**src/rtl/dbr_pkg.sv**
```systemverilog
// Shared constants and helpers for the V810 data bus resizer.
// Holds the device-width codes, the default wait-counter width and the
// lane-select rule used when a 16-bit device answers a read.
package dbr_pkg;

    localparam int DW_16         = 16;
    localparam int DW_32         = 32;
    localparam int CNT_W_DEFAULT = 8;

    // A 16-bit device answers the upper half when the controller has
    // disabled both lower byte lanes (active-low enables).
    function automatic logic hi_half(input logic [3:0] be_n);
        return (be_n[1:0] == 2'b11);
    endfunction

endpackage

```
**src/rtl/dbr_wait_counter.sv**
```systemverilog
// Wait-state counter for one emulated memory device.
// Counts CE-qualified clocks of the current data phase and flags "ready"
// once the count reaches the programmed wait states; saturates at the
// largest value the counter can hold so oversized WS values still complete.
module dbr_wait_counter
    import dbr_pkg::*;
#(
    parameter int CNT_W = CNT_W_DEFAULT
) (
    input  logic        clk,
    input  logic        rst_n,
    input  logic        ce,
    input  logic        active,
    input  logic [31:0] ws,
    output logic        ready
);

    localparam logic [CNT_W-1:0] CNT_MAX = '1;

    logic [CNT_W-1:0] cnt;
    logic [CNT_W-1:0] ws_sat;

    // Clamp the requested wait states to what the counter can reach.
    always_comb begin
        ws_sat = ws[CNT_W-1:0];
        if (ws > 32'(CNT_MAX)) begin
            ws_sat = CNT_MAX;
        end
    end

    // Ready is combinational so the cycle completes in the same clock the count matches.
    always_comb begin
        ready = active && (cnt == ws_sat);
    end

    // Count data-phase clocks; restart whenever the device is idle or a cycle completes.
    always_ff @(posedge clk or negedge rst_n) begin
        if (!rst_n) begin
            cnt <= '0;
        end else if (ce) begin
            if (!active || ready) begin
                cnt <= '0;
            end else if (cnt != CNT_MAX) begin
                cnt <= cnt + CNT_W'(1);
            end
        end
    end

endmodule

```
**src/rtl/v810_data_bus_resizer.sv**
```systemverilog
// V810 external-bus device model sitting in front of a 32-bit synchronous RAM.
// Emulates a 16- or 32-bit device with programmable wait states, drives the
// active-low READYn/SZRQn handshake and steers byte lanes between the
// controller and the RAM. Idle outputs are high so several instances can
// share the active-low handshake lines.
// Optional build macro: DBR_CHECK_EN enables simulation-only protocol checks.
//
// Handshake: a bus cycle is "active" while CTLR_DAn and MEM_nCE are low and
// reset is released. The cycle completes on the clock edge (with CE=1) at
// which CTLR_READYn is low; CTLR_SZRQn is low alongside it on every cycle of
// a 16-bit device, telling the controller that only 16 bits were transferred.
module v810_data_bus_resizer
    import dbr_pkg::*;
#(
    parameter int CNT_W = CNT_W_DEFAULT
) (
    input  logic        CLK,
    input  logic        RESn,
    input  logic        CE,
    input  logic [31:0] WS,
    input  logic [31:0] DW,
    input  logic        CTLR_DAn,
    input  logic [3:0]  CTLR_BEn,
    output logic        CTLR_READYn,
    output logic        CTLR_SZRQn,
    output logic [31:0] CTLR_DI,
    input  logic [31:0] CTLR_DO,
    input  logic        MEM_nCE,
    output logic [31:0] MEM_DI,
    input  logic [31:0] MEM_DO
);

    logic active;
    logic ready;
    logic dw_is_16;

    assign active   = ~CTLR_DAn & ~MEM_nCE & RESn;
    assign dw_is_16 = (DW == DW_16);

    dbr_wait_counter #(
        .CNT_W (CNT_W)
    ) u_wait_counter (
        .clk    (CLK),
        .rst_n  (RESn),
        .ce     (CE),
        .active (active),
        .ws     (WS),
        .ready  (ready)
    );

    // Active-low handshake; both lines rest high whenever the device is idle.
    always_comb begin
        CTLR_READYn = ~ready;
        CTLR_SZRQn  = ~(active & dw_is_16);
    end

    // Byte-lane steering: 32-bit devices pass straight through, 16-bit devices
    // map the selected RAM half onto D[15:0] and replicate write data.
    always_comb begin
        CTLR_DI = MEM_DO;
        MEM_DI  = CTLR_DO;
        if (dw_is_16) begin
            CTLR_DI[31:16] = MEM_DO[31:16];
            CTLR_DI[15:0]  = hi_half(CTLR_BEn) ? MEM_DO[31:16] : MEM_DO[15:0];
            MEM_DI         = {CTLR_DO[15:0], CTLR_DO[15:0]};
        end
    end

`ifdef DBR_CHECK_EN
    logic        chk_active_q;
    logic        chk_split_q;
    logic [31:0] chk_ws_q;

    // Track the previous clock's activity, WS and whether a split word is pending.
    always @(posedge CLK or negedge RESn) begin
        if (!RESn) begin
            chk_active_q <= 1'b0;
            chk_split_q  <= 1'b0;
            chk_ws_q     <= '0;
        end else if (CE) begin
            chk_active_q <= active;
            chk_ws_q     <= WS;
            if (!active) begin
                chk_split_q <= 1'b0;
            end else if (ready) begin
                chk_split_q <= dw_is_16 && !chk_split_q &&
                               (CTLR_BEn[1:0] != 2'b11) && (CTLR_BEn[3:2] != 2'b11);
            end
        end
    end

    // Protocol checks on every CE-qualified edge.
    always @(posedge CLK) begin
        if (RESn && CE) begin
            if ((DW != DW_16) && (DW != DW_32)) begin
                $error("dbr: unsupported device width %0d", DW);
            end
            if (active && (CTLR_BEn == 4'hF)) begin
                $error("dbr: active cycle with no byte lane enabled");
            end
            if (active && dw_is_16 && chk_split_q &&
                (CTLR_BEn[1:0] != 2'b11) && (CTLR_BEn[3:2] != 2'b11)) begin
                $error("dbr: both halves enabled on reissued 16-bit beat");
            end
            if (active && chk_active_q && (WS != chk_ws_q)) begin
                $error("dbr: WS changed during an active cycle");
            end
        end
    end
`endif

endmodule

```
**config.mk**
```make
export PLATFORM = sky130hd
export DESIGN_NAME = v810_data_bus_resizer
export DESIGN_NICKNAME = d
export VERILOG_FILES = /design/src/rtl/dbr_pkg.sv /design/src/rtl/dbr_wait_counter.sv /design/src/rtl/v810_data_bus_resizer.sv
export SDC_FILE = /design/constraint.sdc
export NUM_CORES = 1
export LEC_CHECK = 0
export ABC_AREA = 1
export CAP_MARGIN = 0
export CORE_ASPECT_RATIO = 1.4
export CORE_MARGIN = 8
export CORE_UTILIZATION = 25
export CTS_BUF_LIST = sky130_fd_sc_hd__clkbuf_8
export DETAILED_ROUTE_END_ITERATION = 6
export PLACE_DENSITY = 0.8
export RECOVER_POWER = 50
export REMOVE_ABC_BUFFERS = 1
export SLEW_MARGIN = 20
export SYNTH_ARGS = -nofsm -noshare
export SYNTH_HDL_FRONTEND = slang
export SYNTH_SLANG_ARGS = --single-unit
```
**constraint.sdc**
```tcl
create_clock -name CLK -period 2.25 [get_ports CLK]
set_clock_uncertainty 0.05 [all_clocks]
set_input_delay 0.45 -clock CLK [delete_from_list [all_inputs] [get_ports CLK]]
set_output_delay 0.45 -clock CLK [all_outputs]
set_load 0.05 [all_outputs]
```
* Word level (Yosys, flattened, before mapping)
Cells that the tools add are included.
Storage, ports and cells: bits in registers 8, output and inout bits 66, logic and storage cells 25
Operators by class: $add $sub $neg 1, magnitude comparators 1, equal/unequal tests 4, mux-type cells 6, bitwise gates (word level) 7, reduce and logical (&&, ||, !) cells 5
Operators by type and width (number):
- == test 32 x 5 -> 1 bit (second input constant) | 1
- > comparator 32 x 8 -> 1 bit (second input constant) | 1
- 2-to-1 mux 16 bit | 2
- 2-to-1 mux 32 bit | 1
- 2-to-1 mux 8 bit | 3
- adder 8 x 1 -> 8 bit (second input constant) | 1
- == test 8 bit | 1
- != test 8 bit (second input constant) | 1
- NOT 1 bit | 4
- bitwise AND 1 bit | 3
- == test 2 bit (second input constant) | 1
- AND reduction 2 bit | 1
- nonzero test 2 bit | 1
- logical AND 1 bit | 1
- logical NOT 1 bit | 1
- logical OR 1 bit | 1

* Depth between registers and ports, before layout
depth after elaboration 7, mapped depth 15, depth with buffers taken out 15

* By module
Synthesis repeated with hierarchy kept, for this count alone.
Second synthesis, totals: cells, all modules 412, area, all modules 2162.1 µm²
Modules (own cells, without submodules):
- v810_data_bus_resizer | instances 1, cells an instance 252, area an instance 1216.2 µm², seq. area each 0.0 µm²
- dbr_wait_counter | instances 1, cells an instance 160, area an instance 945.9 µm², seq. area each 200.2 µm²

* Least setup slack after synthesis
Ideal clock, no wire load.
kind in2out, start input port DW[1], end output port CTLR_DI[10], arrival 1.933 ns, required time 1.750 ns, setup slack -0.183 ns, stages 7, cell sequence nor4_1 -> nand2_1 -> nor2_1 -> nand2_2 -> nor2_2 -> buf_4 -> mux2_2
Between the ends: cells in the longest elaborated chain, start to end 2
RTL lines:
- start, declared | RTL line v810_data_bus_resizer.sv:21 | input logic [31:0] DW,
- == test 32 x 5 -> 1 bit | RTL line v810_data_bus_resizer.sv:38 | assign dw_is_16 = (DW == DW_16);
- 2-to-1 mux 16 bit | RTL line v810_data_bus_resizer.sv:62 | if (dw_is_16) begin
- end, declared | RTL line v810_data_bus_resizer.sv:26 | output logic [31:0] CTLR_DI,
Every way passes these cells.

* Final worst setup path
start input port DW[18], end output port CTLR_DI[0]
Same word-level chain as after synthesis.

==> run summary <==
The flow ran to the end, but the final reports show violations. The final reports fail on negative setup slack. Among all stages on the critical path, the largest delay is contributed by sky130_fd_sc_hd__mux2_4.

The total chip power is 1.17 mW. The register with the most flip-flops in the layout has 8 of them. Summed over all cells, the static leakage comes to 2.28 nW.

The worst stage delay on the critical path came out at 340 ps. The maximum level of the CTS H-tree is 1. OpenSTA, run right after detailed placement, puts the worst setup slack at -685 ps.

The number of storage elements in the synthesis netlist is 8. The worst-margin pin slew is 469 ps. The maximum count of clock buffers along a single path came out at 2. The area of the mapped netlist is 1700 sq um.

The overall die area is 9720 sq um. The final standard cell utilization of the core is 72.0%. The worst setup path is captured at an output port. The detailed-route via count came out at 2,751.

The compound-cell area share of the yosys netlist is 0%. The tree is rooted in a sky130_fd_sc_hd__clkbuf_8. The number of antenna violations at the first check in global routing came to 2. The total wire length is 12,600 microns. The global-route wire length before repair is 16,900 microns.

The most frequently used cell type in the post-synthesis netlist is sky130_fd_sc_hd__nand2_1. Together, buffers and inverters on the worst path number 3. Setup violations remaining at the end of the flow were counted as 34. Among all flip-flop cells after synthesis, the most frequent one is sky130_fd_sc_hd__dfrtp_1. The critical path is of the in -> out type. The total global routing track utilization came out at 22.8%. The area of the core region came out at 6570 sq um. The proportion of synthesized chip area in sequential cells came out at 11.8%. In the synthesized netlist the async set-or-reset flop fraction comes to 100%.

Counting instances in the post-synthesis netlist gives the leading cell types as 117 x sky130_fd_sc_hd__nand2_1, 33 x sky130_fd_sc_hd__buf_4, 26 x sky130_fd_sc_hd__inv_1, 21 x sky130_fd_sc_hd__nor2_1. The number of synthesis warnings came out at 0. The count of unresolved DRC violations after routing is 0. Yosys attributes the largest share of cell area to sky130_fd_sc_hd__nand2_1 26%, sky130_fd_sc_hd__buf_4 15%, sky130_fd_sc_hd__dfrtp_1 12%, sky130_fd_sc_hd__mux2_2 11%, sky130_fd_sc_hd__nand4_1 5.9%. The count of distinct cell types in the synthesized netlist is 24.

The number of slew-limit violations in the final report came out at 0. The power per standard cell area is 247 nW/um^2. By area, the combinational part of the netlist is dominated by simple AND/OR/NAND/NOR gates. After Yosys synthesis, and, or, nand and nor cells account for 51.1% of the synthesized area. The kind of cell with the highest combined delay along the critical path is simple AND/OR/NAND/NOR gates.

The final layout net count came out at 615. The count of routing violations after the opening detailed-route iteration is 151. The final worst setup slack came out at -225 ps.

The part of the cycle the worst path needs is 110%. Setup repair after global routing could not meet its margin everywhere. Counting the fill cells in the layout gives 447. The number of global-route vias before repair came out at 2,839. Synthesis produced a netlist whose cell count is 290. Summed over all layers, the global routing overflow is 0. The non-filler instance count after layout is 551. The die outline height is 114 microns. The count of buffers added on input and output ports is 200. The HPWL after detailed placement is 9300 microns. Data on the critical path is required at its endpoint by 1750 ps.

The layout-stage area growth over the synthesis result came out at 179%. The top-level port count came out at 203. The largest registers in the layout are u_wait_counter.cnt (8). The number of hold buffers added after cts came out at 0. STA classifies the critical path startpoint as a primary input. The mean cell area of the mapped netlist came out at 5.85 sq um. The adder-cell share of the synthesized area is 0.737%.

Headroom to the max-slew limit came out at 68.8%. The largest net degree at the start of global routing is 14. The critical path goes through buf_2 > nor4_2 > nand2_1 > nor2_2 > nand2_2 > nor2_4 > buf_12 > mux2_4 > buf_8. The tightest min-delay check is of the reg -> reg type. The largest fanout on the critical path came out at 8. The setup TNS came out at -5400 ps. The post-synthesis xor/xnor area fraction is 3.10%. The TritonCTS clock tree is yes. The placed cell count came out at 535.

The count of nets left with antenna violations once routing finished came out at 0. The clock-pin slew on the worst setup and hold paths came out at 40 ps. The number of synthesized flops with an enable pin came out at 0. The placer's final routability congestion estimate is 0.874. Before antenna repair, the detailed router went through 4 iterations. After layout, the minimum clock period comes to 2480 ps.

The count of clock tree sinks came out at 8. The number of buffers created by CTS is 3. Max-cap violations in this run came to 0. The worst-skew pair later-pin latency is 240 ps. Using the TritonRoute via totals, the vias-per-cell ratio works out to 4.99. The register with the most flip-flops in the final layout is u_wait_counter.cnt. The area share of the largest cell type after synthesis came out at 25.9%. In the final layout, the share of cells above drive strength 1 is 50.7%.

The multiplexer share of the synthesized area came out at 10.6%. The largest voltage drop on the vdd net is 0.000297 V. The number of cell rows is 35. The horizontal extent of the die is 85.7 microns. The worst path arrival time is 1980 ps. The maximum clock frequency came out at 404 MHz. The final-report hold violation count was 0. Of all cell types, the one taking the most synthesized area is sky130_fd_sc_hd__nand2_1. Dividing the detail-routed wire length by the instance count gives 22.8 microns.

The initial standard-cell utilization of the core came out at 25.8%.
## final timing paths
path | depth (start not counted) | from | slack, ps | endpoint
worst max-delay path | 9 | DW[18] | -230 | CTLR_DI[0]
worst min-delay path | 2 | u_wait_counter.cnt[7] | 530 | u_wait_counter.cnt[7]
worst max register to register | 9 | u_wait_counter.cnt[0] | 270 | u_wait_counter.cnt[0]
worst min register to register | 2 | u_wait_counter.cnt[7] | 530 | u_wait_counter.cnt[7]
max in group asynchronous | 2 | RESn | 1160 | u_wait_counter.cnt[0]
min in group asynchronous | 2 | RESn | 670 | u_wait_counter.cnt[5]
## cell families after synthesis
kind of cell	Yosys count
flops	8
buf+inv	67
fa+ha+maj	1
mux	16
simple gates	192
xor+xnor	6
## placed cells by master (no fill, tap or decap), types with 6 or more instances in the layout
master                            count
sky130_fd_sc_hd__nand2_1             65
sky130_fd_sc_hd__clkdlybuf4s50_1     61
sky130_fd_sc_hd__buf_12              54
sky130_fd_sc_hd__nand2_4             36
sky130_fd_sc_hd__buf_2               36
sky130_fd_sc_hd__inv_1               25
sky130_fd_sc_hd__nand2_2             21
sky130_fd_sc_hd__buf_8               19
sky130_fd_sc_hd__dlygate4sd3_1       17
sky130_fd_sc_hd__mux2_4              16
sky130_fd_sc_hd__nand4_1             16
sky130_fd_sc_hd__nand3_1             14
sky130_fd_sc_hd__buf_6               14
sky130_fd_sc_hd__nor2_2              12
sky130_fd_sc_hd__buf_4               10
sky130_fd_sc_hd__nor2_1               9
sky130_fd_sc_hd__clkdlybuf4s15_1      8
sky130_fd_sc_hd__dfrtp_1              8
sky130_fd_sc_hd__nor2_4               6
sky130_fd_sc_hd__xor2_1               6
## what timing repair did
item                                   CTS  global route
gates cloned                             2             1
setup endpoints to repair               42            34
endpoints found under the hold margin    0             0
buffers inserted                         9             3
pin swaps                               53            33
resized for setup                      292            85
## where the power goes
group	leakage [nW]	internal [mW]	total (mW)	switching (mW)
sequential	0.111	0.146	0.149	0.00289
clock	0.0216	0.117	0.183	0.0661
combinational	2.14	0.423	0.837	0.415
total	2.28	0.685	1.17	0.484
## layout make-up
type                            instances  area, sq um  area share [%]
Timing Repair Buffer                  221         2670            56.4
Multi-Input combinational cell        215         1600            33.9
Tap cell                               74         92.6            1.96
Antenna cell                            2         5.00           0.106
Inverter                               28          118            2.49
Sequential cell                         8          200            4.23
Clock buffer                            3         41.3           0.873
## metal layers
layer / vias to the layer above / global-route usage [%] / routed length (microns)
li1: 1269 / - / -
met1: 1301 / 21.2 / 3750
met5: - / 0 / 0
met4: 0 / 9.15 / 656
met2: 146 / 45.8 / 7270
met3: 35 / 4.75 / 879
## worst reg2reg max path, cell delays in order (launching register included)
cell	delay, ps
sky130_fd_sc_hd__dfrtp_1	480
sky130_fd_sc_hd__ha_1	270
sky130_fd_sc_hd__nand2_1	70
sky130_fd_sc_hd__nor3_1	290
sky130_fd_sc_hd__nand3_1	260
sky130_fd_sc_hd__inv_1	130
sky130_fd_sc_hd__nand3_2	100
sky130_fd_sc_hd__nand2_4	120
sky130_fd_sc_hd__nand2_1	60
sky130_fd_sc_hd__nand2_1	90
## per-stage QoR
step / hold slack (ps) / instance area [sq um]
6_report: 530 / 4730
5_1_grt: 595 / 4730
4_1_cts: 482 / 4420
3_5_place_dp: 521 / 4050
3_3_place_gp: 513 / 4050
2_1_floorplan: 104 / 1420
Note: power is estimated with default switching activity, not from simulation.
